File: config.mk
export PLATFORM = sky130hd
export DESIGN_NAME = fifo_stream_reader
export DESIGN_NICKNAME = d
export VERILOG_FILES = /design/src/rtl/fifo_rd_pkg.sv /design/src/rtl/rd_skid_buf.sv /design/src/rtl/fifo_stream_reader.sv
export SDC_FILE = /design/constraint.sdc
export NUM_CORES = 1
export LEC_CHECK = 0
export ABC_AREA = 0
export CAP_MARGIN = 5
export CELL_PAD_IN_SITES_DETAIL_PLACEMENT = 1
export CELL_PAD_IN_SITES_GLOBAL_PLACEMENT = 2
export CORE_AREA = 5 5 87 81
export DETAILED_ROUTE_END_ITERATION = 8
export DIE_AREA = 0 0 92 86
export GPL_ROUTABILITY_DRIVEN = 0
export GPL_TIMING_DRIVEN = 0
export PLACE_DENSITY = 0.83
export SLEW_MARGIN = 30
export SYNTH_ARGS = -nofsm -noshare
export SYNTH_HDL_FRONTEND = slang
export SYNTH_SLANG_ARGS = --single-unit
File: constraint.sdc
create_clock -name clk_i -period 4.07 [get_ports clk_i]
set_input_delay 0.814 -clock clk_i [delete_from_list [all_inputs] [get_ports clk_i]]
set_output_delay 0.814 -clock clk_i [all_outputs]
set_load 0.02 [all_outputs]
File: src/rtl/fifo_rd_pkg.sv
// Shared types and sizing for the FIFO read-side stream adapter.
package fifo_rd_pkg;

    typedef enum logic [1:0] {
        IDLE  = 2'd0,
        RUN   = 2'd1,
        DRAIN = 2'd2
    } rd_state_e;

    localparam int unsigned SKID_DEPTH = 2;

endpackage

File: src/rtl/rd_skid_buf.sv
// Two-entry in-order skid buffer that absorbs the FIFO read latency.
module rd_skid_buf
    import fifo_rd_pkg::*;
#(
    parameter int DW = 8
) (
    input  logic          clk_i,
    input  logic          rst_i,
    input  logic          push_i,
    input  logic [DW-1:0] data_i,
    input  logic          pop_i,
    output logic [DW-1:0] data_o,
    output logic [1:0]    occ_o
);

    localparam int PW = $clog2(SKID_DEPTH);

    logic [DW-1:0] mem_q [SKID_DEPTH];
    logic [PW-1:0] wr_ptr_q;
    logic [PW-1:0] rd_ptr_q;
    logic [1:0]    occ_q;
    logic [1:0]    occ_d;

    always_comb begin
        occ_d = occ_q;
        if (push_i && !pop_i) begin
            occ_d = occ_q + 2'd1;
        end else if (pop_i && !push_i) begin
            occ_d = occ_q - 2'd1;
        end
    end

    always_ff @(posedge clk_i) begin
        if (rst_i) begin
            for (int i = 0; i < SKID_DEPTH; i++) begin
                mem_q[i] <= '0;
            end
            wr_ptr_q <= '0;
            rd_ptr_q <= '0;
            occ_q    <= '0;
        end else begin
            if (push_i) begin
                mem_q[wr_ptr_q] <= data_i;
                wr_ptr_q        <= wr_ptr_q + 1'b1;
            end
            if (pop_i) begin
                rd_ptr_q <= rd_ptr_q + 1'b1;
            end
            occ_q <= occ_d;
        end
    end

    assign data_o = mem_q[rd_ptr_q];
    assign occ_o  = occ_q;

    // The read-issue throttle upstream must make both of these impossible.
    a_no_overflow : assert property (@(posedge clk_i) disable iff (rst_i)
        !(push_i && !pop_i && (occ_q == 2'(SKID_DEPTH))));
    a_no_underflow : assert property (@(posedge clk_i) disable iff (rst_i)
        !(pop_i && (occ_q == 2'd0)));

endmodule

File: src/rtl/fifo_stream_reader.sv
// Pops the byte FIFO and presents its data on a valid/ready stream,
// hiding the registered read latency and the write-over-read priority.
//
//   state | meaning
//   IDLE  | disabled, nothing buffered or in flight
//   RUN   | FIFO reads issued while there is room
//   DRAIN | no new reads; in-flight and buffered bytes still delivered
module fifo_stream_reader
    import fifo_rd_pkg::*;
#(
    parameter int DW   = 8,
    parameter int CNTW = 16
) (
    input  logic            clk_i,
    input  logic            rst_i,
    input  logic            en_i,
    input  logic            fifo_empty_i,
    input  logic            fifo_full_i,
    input  logic            fifo_wr_i,
    input  logic [DW-1:0]   fifo_dout_i,
    output logic            fifo_rd_o,
    output logic [DW-1:0]   m_data_o,
    output logic            m_valid_o,
    input  logic            m_ready_i,
    output logic            busy_o,
    output logic [CNTW-1:0] pop_cnt_o
);

    rd_state_e       state_q, state_d;
    logic            pend_q, pend_d;
    logic [CNTW-1:0] pop_cnt_q, pop_cnt_d;
    logic [1:0]      occ;
    logic [2:0]      inflight;
    logic            out_pop;
    logic            accept;

    assign out_pop  = m_valid_o && m_ready_i;
    assign inflight = 3'(occ) + 3'(pend_q) - 3'(out_pop);

    // A write that lands in the same cycle wins the FIFO; such a read is retried.
    assign fifo_rd_o = !rst_i && (state_q == RUN) && !fifo_empty_i
                       && (inflight < 3'(SKID_DEPTH));
    assign accept    = fifo_rd_o && !fifo_empty_i && !(fifo_wr_i && !fifo_full_i);

    always_comb begin
        state_d   = state_q;
        pend_d    = accept;
        pop_cnt_d = pop_cnt_q + CNTW'(accept);
        unique case (state_q)
            IDLE: begin
                if (en_i) state_d = RUN;
            end
            RUN: begin
                if (!en_i) state_d = DRAIN;
            end
            DRAIN: begin
                if (en_i) begin
                    state_d = RUN;
                end else if ((occ == 2'd0) && !pend_q) begin
                    state_d = IDLE;
                end
            end
            default: state_d = IDLE;
        endcase
    end

    always_ff @(posedge clk_i) begin
        if (rst_i) begin
            state_q   <= IDLE;
            pend_q    <= 1'b0;
            pop_cnt_q <= '0;
        end else begin
            state_q   <= state_d;
            pend_q    <= pend_d;
            pop_cnt_q <= pop_cnt_d;
        end
    end

    rd_skid_buf #(
        .DW (DW)
    ) u_skid (
        .clk_i  (clk_i),
        .rst_i  (rst_i),
        .push_i (pend_q),
        .data_i (fifo_dout_i),
        .pop_i  (out_pop),
        .data_o (m_data_o),
        .occ_o  (occ)
    );

    assign m_valid_o = (occ != 2'd0);
    assign busy_o    = (state_q != IDLE);
    assign pop_cnt_o = pop_cnt_q;

endmodule

==> results.txt <==
Status = finished clean
Fillers = 686
CP delay by family, top = adder cells
N_diodes = 0
# nets final = 238
Pleak = 0.000884 uW
Async SR Flop Fraction = 0%
Critical Path Start Type = input port
CP max stage cell = clkdlybuf4s50_1
Share of layout cells above drive strength 1 = 14.6%
H-tree depth = 2
# setup viols final = 0
Least-Margin Pin Slew = 549 ps
Die height = 86 um
DR vias = 1425
Die Wd = 92 um
ANT nets after route = 0
Worst Clk Skew = 7.63 ps
Synth top cells by count = dfxtp_1, and2_1, edfxtp_1, mux2_2, nor2_1
Design Area, Final = 2490 um^2
RSZ-0062 raised after global routing = false
Seq/Total Area, Yosys = 52.9%
Count leader, synth = dfxtp_1
Clock sinks = 40
Vias/cell = 4.90
Row count = 27
Hold_buf cts = 0
Core Area = 6010 um^2
Aggregate global-route resource usage = 11.4%
Clock root buffer master = clkbuf_8
Post-Syn Area = 1820 um^2
CTS clk-pin slew, worst paths = 80 ps
Hold Violations, Final = 0
Gate Count Post-Synth = 169
Yosys reg bits = 40
Power Dens Cells = 443 nW/um^2
Drt pass-1 iters = 2
Fmax achieved = 262 MHz
Pins Over Slew Limit = 0
Synth top area share = 26.4%
Dominant cells by area after synthesis = dfxtp_1, edfxtp_1, mux2_2
Post-synth top area cell = dfxtp_1
I/O pin count = 42
Skew-Pair Late Insertion Delay = 290 ps
Critical path arrival = 4000 ps
Final wirelength = 4250 um
Max_slew headroom = 63.4%
Syn_area_per_cell = 10.7 um^2
DP HPWL = 3180 um
Dpl cell area = 2320 um^2
CP Max Fanout = 9
Synth warn = 0
CP Class = input port to flop
Remaining Overflow, GRT = 0
CTS buffer count = 5
Area growth syn-to-layout = 37.0%
Max rail drop VDD = 0.000229 V
WL per Instance = 14.6 um
Initial antenna violation count = 0
Final Critical Period = 3810 ps
CTS Buffer Depth = 2
Final period utilization = 93.7%
Buf+Inv Stages, Crit Path = 2
CTS tree = built
Port bufs = 41
Cell variety after synth = 31
Die footprint = 7910 um^2
1st-iter DRT viols = 32
EDFF count, synth = 16
Initial Utilization = 30.2%
Nature of the critical path endpoint = flop
HP Class = flop to flop
CP required = 4260 ps
CP Cell Sequence = clkdlybuf4s50_1, o21ai_2, inv_1, ha_1, nand2b_1, fa_1, xnor2_1, and4_1, a21boi_2, ha_2, ha_4, nand4_4, nor4_2, mux2_2
Worst path max stage delay = 440 ps
Vias in the first global route = 1496
Max cap viols = 0
Largest net degree at the start of global routing = 13
Tot Pwr = 1100 uW
First-pass GRT wire length = 7170 um
Predominant post-synthesis flop cell = dfxtp_1
Post-route DRC = 0
Syn Nets = 189
==> worst paths after layout <==
check / start / end / slack (ps) / depth (start not counted)
setup / recovery: m_ready_i / pop_cnt_o[14] / 260 / 14
hold / removal: state_q[0] / state_q[0] / 470 / 1
setup reg to reg: u_skid.occ_o[1] / pop_cnt_o[14] / 710 / 13
hold reg to reg: state_q[0] / state_q[0] / 470 / 1
==> registers in the layout, summed over array words and instances (netlist names), named ones only <==
| register | cells |
|---|---|
| pend_q | 1 |
| pop_cnt_o | 16 |
| state_q | 2 |
| u_skid.mem_q | 16 |
| u_skid.occ_o | 2 |
| u_skid.rd_ptr_q | 1 |
| u_skid.wr_ptr_q | 1 |
==> final cells by class <==
type	count	area, um^2	area share (%)
repair buffers	42	417	16.7
multi-input cells	116	865	34.7
clock buffers	6	72.6	2.92
inverters	9	33.8	1.36
flip-flops and latches	40	961	38.6
plain buffers	4	15.0	0.603
clock inverters	2	35.0	1.41
well taps	72	90.1	3.62
==> metrics by stage <==
step | utilization [%] | TNS [ps] | hold WS, ps | setup WS (ps) | std cells
2_1_floorplan | - | 0 | 439 | 216 | 169
3_3_place_gp | 38.5 | -2030 | 466 | -403 | 282
3_5_place_dp | 38.5 | -2520 | 469 | -425 | 282
4_1_cts | 40.6 | 0 | 481 | 45.5 | 290
5_1_grt | 41.4 | 0 | 526 | 20.7 | 291
6_report | 41.4 | 0 | 473 | 255 | 291
==> cells by family after synthesis <==
| group | count (synthesis) | share of synthesized area, % |
|---|---|---|
| buffers and inverters | 13 | 2.69 |
| AOI/OAI and AO/OA | 24 | 7.85 |
| adders and majority gates | 5 | 3.86 |
| muxes | 11 | 6.82 |
| and+or+nand+nor | 68 | 22.0 |
| DFF | 40 | 52.9 |
| xor gates and xnor gates | 8 | 3.86 |
==> repair_timing <==
item,in CTS,in global routing
pin swaps,0,2
resized for setup,6,6
setup buffers,0,1
cloned,0,0
endpoints found under the setup margin,4,8
==> layout by cell type, fill, tap and decap left out, types with 4 or more instances in the layout <==
cell type	n
nor2_1	11
xnor2_1	4
clkbuf_8	5
and2_1	16
clkbuf_1	4
or4_1	5
xor2_1	4
nand3_1	5
nand4_1	4
mux2_2	11
or3_1	5
clkdlybuf4s50_1	40
o21ai_0	4
dfxtp_1	24
edfxtp_1	16
a21oi_1	9
inv_1	9
o31ai_1	5
nor2b_1	7
==> per-layer routing <==
metal,part of all wire [%],wire [um],up-vias,global-route usage [%]
met5,0,0,-,0
met4,0.26,11,0,4.05
met3,3.2,136,2,2.46
met2,53,2250,23,20.8
met1,44,1850,703,13.3
li1,-,-,697,-
==> where the power goes <==
part	total (uW)	internal, uW	switching (uW)
sequential	479	449	30.5
clock	325	182	143
combinational	299	157	142
total	1100	788	315
(Power assumes the default switching activity.)
